[config.mk]
export PLATFORM = sky130hd
export DESIGN_NAME = nand_share_arbiter
export DESIGN_NICKNAME = d
export VERILOG_FILES = /design/src/rtl/nand_share_arbiter.sv
export SDC_FILE = /design/constraint.sdc
export NUM_CORES = 1
export LEC_CHECK = 0
export ABC_AREA = 1
export BUFFER_PORTS_ARGS = -buffer_cell sky130_fd_sc_hd__buf_4
export CAP_MARGIN = 20
export CORE_ASPECT_RATIO = 0.7
export CORE_MARGIN = 2
export CORE_UTILIZATION = 46
export CTS_CLUSTER_DIAMETER = 200
export DETAILED_ROUTE_END_ITERATION = 10
export GPL_ROUTABILITY_DRIVEN = 0
export PLACE_DENSITY = 0.89
export SLEW_MARGIN = 30
export SYNTH_ARGS = -nofsm -noshare
export SYNTH_HDL_FRONTEND = slang
export SYNTH_SLANG_ARGS = --single-unit
[constraint.sdc]
create_clock -name clk -period 1.8 [get_ports clk]
set_input_delay 0 -clock clk [delete_from_list [all_inputs] [get_ports clk]]
set_output_delay 0 -clock clk [all_outputs]
set_load 0.02 [all_outputs]
[src/rtl/nand_share_arbiter.sv]
// -----------------------------------------------------------------------------
// nand_share_arbiter
//
// Shares one NAND datapath between four requesters. A round-robin arbiter
// picks a winner in IDLE, captures that requester's operands, computes
// ~(A & B) in EXEC and pulses ack in DONE before going back to IDLE. Each
// operation takes three cycles. The next operation can start one cycle later
// at the earliest.
//
// Parameters
//   WIDTH     operand and result width (default 8)
//
// Ports
//   clk       rising-edge clock
//   rst_n     asynchronous active-low reset
//   req[3:0]  request, one bit per requester
//   a, b      packed operands; requester i owns bits [i*WIDTH +: WIDTH]
//   gnt[3:0]  one-hot grant, held through EXEC and DONE
//   ack[3:0]  one-hot completion pulse, high in DONE only
//   result    registered NAND result; updates only on the EXEC->DONE edge
//   busy      high whenever the FSM is not in IDLE
//   op_count  completed-operation counter, wraps 255 -> 0
// -----------------------------------------------------------------------------
module nand_share_arbiter #(
    parameter int WIDTH = 8
) (
    input  logic                 clk,
    input  logic                 rst_n,
    input  logic [3:0]           req,
    input  logic [4*WIDTH-1:0]   a,
    input  logic [4*WIDTH-1:0]   b,
    output logic [3:0]           gnt,
    output logic [3:0]           ack,
    output logic [WIDTH-1:0]     result,
    output logic                 busy,
    output logic [7:0]           op_count
);

    typedef enum logic [1:0] {
        IDLE = 2'd0,
        EXEC = 2'd1,
        DONE = 2'd2
    } state_t;

    state_t           state;
    state_t           state_next;
    logic [1:0]       ptr;
    logic [1:0]       winner;
    logic [1:0]       pick;
    logic             pick_valid;
    logic [WIDTH-1:0] a_cap;
    logic [WIDTH-1:0] b_cap;

    // Round-robin search. The search starts at ptr and walks ptr, ptr+1, ...
    // The 2-bit sum wraps modulo 4 by itself.
    always_comb begin
        // NOTE: give every always_comb output a default before any branch.
        // Then no path leaves it unassigned, and no latch is inferred.
        pick       = ptr;
        pick_valid = 1'b0;
        for (int i = 0; i < 4; i++) begin
            if (!pick_valid && req[ptr + 2'(i)]) begin
                pick       = ptr + 2'(i);
                pick_valid = 1'b1;
            end
        end
    end

    always_comb begin
        state_next = state;
        case (state)
            IDLE:    if (pick_valid) state_next = EXEC;
            EXEC:    state_next = DONE;
            DONE:    state_next = IDLE;
            default: state_next = IDLE;
        endcase
    end

    always_ff @(posedge clk or negedge rst_n) begin
        // NOTE: use non-blocking assignments for every register. Each edge
        // then reads the old values, whatever order the statements are in.
        if (!rst_n) state <= IDLE;
        else        state <= state_next;
    end

    always_ff @(posedge clk or negedge rst_n) begin
        if (!rst_n) begin
            ptr      <= 2'd0;
            winner   <= 2'd0;
            gnt      <= 4'b0000;
            ack      <= 4'b0000;
            result   <= '0;
            op_count <= 8'd0;
        end else begin
            case (state)
                IDLE: begin
                    if (pick_valid) begin
                        winner <= pick;
                        gnt    <= 4'b0001 << pick;
                    end
                end
                EXEC: begin
                    result <= ~(a_cap & b_cap);
                    ack    <= gnt;
                end
                DONE: begin
                    gnt      <= 4'b0000;
                    ack      <= 4'b0000;
                    ptr      <= winner + 2'd1;
                    op_count <= op_count + 8'd1;
                end
                default: ;
            endcase
        end
    end

    // Operand capture happens only on the IDLE->EXEC edge. Later changes on
    // a or b therefore cannot reach the result.
    always_ff @(posedge clk) begin
        // NOTE: these registers have no reset. Each one is written before it
        // is read, so a reset would only add routing to the reset net.
        if (state == IDLE && pick_valid) begin
            a_cap <= a[pick*WIDTH +: WIDTH];
            b_cap <= b[pick*WIDTH +: WIDTH];
        end
    end

    assign busy = (state != IDLE);

endmodule
==> summary.txt, run 1 <==
Critical path
  • Startpoint Class: flip-flop
  • Critical path required time: 1.88 ns
  • Critical path, cell by cell: inv_4 > buf_6 > nand2_2 > nand3_2 > nand2_2 > nor2_4 > nand4_1 > buf_6 > buf_6 > nand3_1 > nand2_1 > nand2_1 > nand2_1
  • R2R Path Start: ptr[0]
  • Max incr delay on CP: 0.47 ns
  • Cell family with most CP delay: simple AND/OR/NAND/NOR gates
  • Crit end category: flip-flop
  • Buf+Inv Stages, Crit Path: 4
  • Worst r2r path cells: 13
  • Crit-path max FO: 7
  • CP max-delay cell: dfrtp_2
  • R2r endpoint: b_cap[0]
  • Reg-to-reg slack, setup: -0.35 ns
  • Critical path type: flip-flop to flip-flop
  • WP data arrival: 2.23 ns

Floorplan
  • Rows: 23
  • Core Area: 5840 um^2
  • Initial core utilization: 48.5%
  • Chip height: 69.7 um
  • Die area: 6810 um^2
  • Die X: 97.8 um
  • Io pins: 95

Min path
  • Hold Crit Depth: 5
  • HP Start: b[23]
  • Hold Path End: b_cap[7]
  • Hold WC Path Type: primary input to flip-flop

Detailed routing
  • Total wire length: 10.2 mm
  • Vias: 3364
  • Residual DRC: 0
  • DRT antenna net count: 0
  • First drt pass iteration count: 5
  • Vias per inst: 5.74
  • Wire length per cell: 17.5 um
  • 1st-iter DRT viols: 354

Synthesis
  • Syn Nets: 461
  • Post-synthesis cell area: 2830 um^2
  • FFs w/ async S/R, synth: 65.2%
  • Synthesis Warnings: 0
  • EDFF count, synth: 16
  • Top-count cell post-synth: nand2_1
  • Syn avg cell area: 7.36 um^2
  • Sequential cell area fraction in the yosys report: 43.4%
  • Leading area contributor after synthesis: dfrtp_1
  • Share of the synthesized area in the top cell type: 26.5%
  • Area contributors post-synth: dfrtp_1, nand2_1, edfxtp_1
  • Most used flip-flop cell after synthesis: dfrtp_1
  • Distinct cell type count after synthesis: 25
  • Post-synthesis cell count: 385
  • Top cells by count, synth: nand2_1, nand3_1, dfrtp_1, inv_1, edfxtp_1
  • Number of synthesized register bits: 46

STA
  • Worst-margin pin slew: 0.521 ns
  • Min cycle time layout: 2.15 ns
  • Worst Hold Slack: 0.0761 ns
  • Final Slew Violations: 0
  • Hold Vio Cnt, Final: 0
  • Fmax: 0.466 GHz
  • RSZ-0062 raised after global routing: true
  • Setup slack after layout: -0.347 ns
  • Relative slew slack: 65.2%
  • # setup viols final: 40
  • Skew final: 0.0146 ns
  • Final worst path period share: 119%

Clock network
  • Clk_lat worst skew: 0.31 ns
  • Clock transition at path regs: 0.10 ns
  • Clock buffer depth: 2
  • CTS tree: done
  • H-tree levels: 2
  • Num CTS Buffers: 5
  • Root Buffer: clkbuf_8
  • CTS Sinks: 46

Power
  • Switching power: 5.23 mW
  • Logic pwr share: 72.0%
  • Clock power frac: 7.3%
  • Power consumption: 10.2 mW
  • Worst vdd ir: 1.22 mV
  • P per Cell Area: 2360 nW/um^2
  • Power share of the sequential group: 20.7%
  • P_int: 4.96 mW
  • Switching power share of the total: 51.3%
  • Static leakage: 2.24 nW

Final layout
  • Nets: 586
  • # diodes: 0
  • Area growth from synthesis to layout: 52.3%
  • Number of fill cells: 396
  • Ratio of cells with drive above 1 in the final layout: 40.3%

Global route
  • First-pass GRT wire length: 15.2 mm
  • Largest net degree at the start of global routing: 31
  • Vias in the first global route: 3128
  • Initial antenna violation count: 0
  • Global route overflow: 0
  • Tot GR Track Use: 27.7%

Placed design
  • I/O Buffers: 94
  • Hpwl dp: 6.26 mm

Flow run
  • Max-Cap Viols: 0

Outcome
  • Status: complete, but fails checks
  • Failing checks: negative setup slack
metrics by stage:
stage | worst slack [ns] | TNS, ns | cells | instance area (um^2) | util (%)
finish | -0.347 | -8.98 | 586 | 4320 | 73.9
CTS | -0.169 | -3.13 | 581 | 4170 | 71.4
detailed placement | -0.338 | -9.16 | 561 | 3790 | 64.9
floorplan | -0.0420 | -0.995 | 385 | 2870 | -
global route | -0.416 | -11.98 | 586 | 4320 | 73.9
global placement | -0.186 | -3.47 | 561 | 3790 | 64.9
tightest hold or removal path: stages:
cell	delay (ns)
buf_4	0.08
nand3_1	0.06
nand2_1	0.07
nand2_1	0.04
nand2_1	0.05
repair_timing:
action                     CTS  global route
hold buffers                 1             0
setup buffers                6             5
pin swaps                   29            15
cloned                       5             0
setup endpoints to repair   40            40
resized for setup           55            27
hold endpoints to repair    30             0
layout make-up:
cell class	instances	area, um^2	area share (%)
clock buffers	7	97.6	2.26
clock inverters	1	6.26	0.145
inverters	22	91.3	2.12
multi-input cells	300	1670	38.7
flip-flops and latches	46	1230	28.6
well taps	75	93.8	2.17
repair buffers	135	1120	26.0
cell families after synthesis:
kind of cell / count (synthesis) / share of synthesized area (%)
adder cells (fa/ha/maj): 6 / 2.65
AND/OR/NAND/NOR: 261 / 40.2
XOR/XNOR: 8 / 2.47
AO/OA/AOI/OAI: 22 / 4.37
flip-flops: 46 / 43.4
buffers and inverters: 42 / 6.89
power by group through the flow:
| stage | clock, mW | sequential [mW] | combinational [mW] |
|---|---|---|---|
| 5_1_grt | 0.789 | 2.15 | 7.85 |
| 3_3_place_gp | 0 | 2.06 | 5.42 |
| 4_1_cts | 0.720 | 2.08 | 6.49 |
| 2_1_floorplan | 0 | 2.19 | 3.64 |
| 6_report | 0.746 | 2.11 | 7.33 |
| 3_5_place_dp | 0 | 2.08 | 5.66 |
registers in the layout, indices dropped and copies added (netlist names):
signal,cells
a_cap,8
ack,4
b_cap,8
gnt,4
op_count,8
ptr,2
result,8
state,2
winner,2
metal layers:
metal | vias to the layer above | GRT usage (%) | share of wire, %
met5 | - | 0 | 0
met4 | 0 | 12.5 | 4.7
met3 | 49 | 6.25 | 9.8
met2 | 251 | 44.4 | 48
met1 | 1542 | 36.1 | 38
li1 | 1522 | - | -
layout by cell type (no fill, tap or decap):
| cell | n |
|---|---|
| clkinvlp_4 | 1 |
| inv_2 | 3 |
| clkbuf_16 | 1 |
| o21ai_4 | 2 |
| edfxtp_1 | 16 |
| a31oi_1 | 8 |
| nand3_4 | 3 |
| nor3_1 | 1 |
| clkbuf_8 | 5 |
| nor2_1 | 13 |
| nand2_4 | 11 |
| buf_8 | 4 |
| o21ai_1 | 1 |
| dfrtp_1 | 28 |
| nand3_2 | 16 |
| clkbuf_1 | 1 |
| nand4_1 | 2 |
| xor2_1 | 5 |
| buf_12 | 4 |
| buf_6 | 7 |
| nand2_1 | 123 |
| nand2_2 | 23 |
| xnor2_1 | 3 |
| o21ai_0 | 11 |
| inv_1 | 16 |
| inv_4 | 3 |
| buf_4 | 119 |
| nand4_2 | 1 |
| nand3_1 | 70 |
| dlygate4sd3_1 | 1 |
| ha_1 | 6 |
| dfrtp_2 | 2 |
| nor2_4 | 1 |
how the worst max path moves through the flow:
| stage | from | depth (start not counted) | endpoint |
|---|---|---|---|
| floorplan | ptr[0] | 11 | a_cap[6] |
| global placement | ptr[0] | 12 | b_cap[3] |
| detailed placement | ptr[0] | 11 | b_cap[3] |
| CTS | ptr[0] | 13 | b_cap[0] |
| global route | ptr[0] | 13 | b_cap[0] |
| finish | ptr[0] | 13 | b_cap[0] |
(Power assumes the default switching activity.)
==> run 2, diff against run 1 <==
RECOVER_POWER = 25   (was unset)
==> run 2 against run 1 <==
  * The run still ends with negative setup slack left
  * Non-clock buffer count is the same
  * First-iteration DRC count stayed put
  * Power hardly changed
  * Highest routed layer unchanged
==> summary.txt, run 2 (synthesized netlist as in run 1, its figures left out) <==
Clock network
  • Root Buffer: clkbuf_8
  • Clock transition at path regs: 0.10 ns (about the same)
  • CTS Sinks: 46 (unchanged)
  • Clock buffer depth: 2 (unchanged)
  • H-tree levels: 2 (unchanged)
  • Clk_lat worst skew: 0.31 ns (about the same)
  • CTS tree: done
  • Num CTS Buffers: 5 (unchanged)

STA
  • Final worst path period share: 119% (unchanged)
  • Final Slew Violations: 0 (unchanged)
  • RSZ-0062 raised after global routing: true
  • Min cycle time layout: 2.15 ns (unchanged)
  • Hold Vio Cnt, Final: 0 (unchanged)
  • Fmax: 0.466 GHz (unchanged)
  • Setup slack after layout: -0.347 ns (unchanged)
  • Worst-margin pin slew: 0.739 ns (+0.218 ns)
  • Relative slew slack: 50.7% (-15 points)
  • # setup viols final: 40 (unchanged)
  • Skew final: 0.0146 ns (-0.000000100 ns)

Detailed routing
  • Vias: 3364 (unchanged)
  • First drt pass iteration count: 5 (unchanged)
  • Total wire length: 10.2 mm (about the same)
  • DRT antenna net count: 0 (unchanged)
  • Wire length per cell: 17.5 um (about the same)
  • Residual DRC: 0 (unchanged)
  • 1st-iter DRT viols: 354 (unchanged)
  • Vias per inst: 5.74 (unchanged)

Power
  • Worst vdd ir: 1.22 mV (about the same)
  • P per Cell Area: 2360 nW/um^2 (about the same)
  • Switching power share of the total: 51.3% (about the same)
  • Switching power: 5.23 mW (about the same)
  • Logic pwr share: 72.0% (about the same)
  • Power share of the sequential group: 20.7% (about the same)
  • Clock power frac: 7.3% (about the same)
  • Static leakage: 2.24 nW (about the same)
  • P_int: 4.96 mW (about the same)

Floorplan
  • Die X: 97.8 um (unchanged)
  • Die area: 6810 um^2 (unchanged)
  • Io pins: 95 (unchanged)
  • Rows: 23 (unchanged)
  • Core Area: 5840 um^2 (unchanged)
  • Initial core utilization: 48.5% (unchanged)
  • Chip height: 69.7 um (unchanged)

Global route
  • Global route overflow: 0 (unchanged)
  • First-pass GRT wire length: 15.2 mm (unchanged)
  • Largest net degree at the start of global routing: 31 (unchanged)
  • Vias in the first global route: 3128 (unchanged)
  • Tot GR Track Use: 27.7% (unchanged)
  • Initial antenna violation count: 0 (unchanged)

Critical path
  • WP data arrival: 2.23 ns (about the same)
  • Reg-to-reg slack, setup: -0.35 ns (about the same)
  • Critical path type: flip-flop to flip-flop
  • Startpoint Class: flip-flop
  • Critical path required time: 1.88 ns (about the same)
  • Crit-path max FO: 7 (unchanged)
  • Worst r2r path cells: 13 (unchanged)
  • Crit end category: flip-flop

Placed design
  • Setup Slack @ Placement: -0.338 ns (unchanged)
  • I/O Buffers: 94 (unchanged)
  • Hpwl dp: 6.26 mm (unchanged)
  • Post-DP Area: 3790 um^2 (unchanged)

Outcome
  • Failing checks: negative setup slack
  • Status: complete, but fails checks

Final layout
  • Post-route cell area: 4310 um^2 (about the same)
  • Most common cell after layout, fill and taps aside: nand2_1
  • Util after Layout: 73.8% (about the same)
  • Area growth from synthesis to layout: 52.2% (about the same)
  • Nets: 586 (unchanged)
  • Most frequent cells in the layout: nand2_1, buf_4, nand3_1
  • Ratio of cells with drive above 1 in the final layout: 40.3% (unchanged)
  • # diodes: 0 (unchanged)

Flow run
  • Max-Cap Viols: 0 (unchanged)

Min path
  • Hold Crit Depth: 5 (unchanged)
  • Hold WC Path Type: primary input to flip-flop
==> run 2: cell types whose count changed in the layout (fill, tap and decap cells not counted), sizes merged <==
cell,previous run,this run
buf,134,133
clkbuf,7,8
==> run 2: final cells by class <==
| cell class | count | area (um^2) |
|---|---|---|
| Clock buffer | 7 | 97.6 |
| Multi-Input combinational cell | 300 | 1670 |
| Sequential cell | 46 | 1230 |
| Clock inverter | 1 | 6.26 |
| Inverter | 22 | 91.3 |
| Fill cell | 395 | 1530 |
| Tap cell | 75 | 93.8 |
| Timing Repair Buffer | 135 | 1120 |
==> run 2: critical path: stages (launching register included) <==
cell     delay, ns
dfrtp_2       0.47
inv_4         0.12
buf_6         0.13
nand2_2       0.06
nand3_2       0.07
nand2_2       0.07
nor2_4        0.19
nand4_1       0.13
buf_6         0.17
buf_6         0.13
nand3_1       0.11
nand2_1       0.11
nand2_1       0.09
nand2_1       0.06
==> run 2: path summary, 6_finish.rpt <==
kind | from | end
max | ptr[0] | b_cap[0]
min | b[23] | b_cap[7]
max reg2reg | ptr[0] | b_cap[0]
min reg2reg | b_cap[3] | result[3]
max in group asynchronous | rst_n | ptr[0]
min in group asynchronous | rst_n | op_count[0]
==> run 2: power by group through the flow <==
stage                     logic [mW]  clock network, mW  registers, mW
after detailed placement        5.66                  0           2.08
after CTS                       6.49              0.720           2.08
after floorplan                 3.64                  0           2.19
after global placement          5.42                  0           2.06
final                           7.33              0.746           2.11
after global routing            7.85              0.789           2.15
==> run 2: through the flow <==
stage	cells	power (mW)	TNS (ns)	hold slack [ns]
4_1_cts	581	9.28	-3.13	0.0779
6_report	586	10.2	-8.98	0.0761
3_5_place_dp	561	7.75	-9.16	-0.0503
5_1_grt	586	10.8	-11.98	0.107
3_3_place_gp	561	7.48	-3.47	-0.0508
2_1_floorplan	385	5.82	-0.995	-0.296
==> run 2: routing by layer <==
| metal | vias to the layer above | global-route usage (%) | routed length, um |
|---|---|---|---|
| li1 | 1522 | - | - |
| met1 | 1542 | 36.1 | 3890 |
| met2 | 251 | 44.4 | 4860 |
| met3 | 49 | 6.25 | 998 |
| met4 | 0 | 12.5 | 478 |
| met5 | - | 0 | 0 |
==> run 2: repair_timing <==
item	in CTS	in global routing
hold buffers	1	0
pin swaps	29	15
setup buffers	6	5
gates cloned	5	0
endpoints found under the setup margin	40	40
gates resized for setup	55	27
hold endpoints to repair	30	0
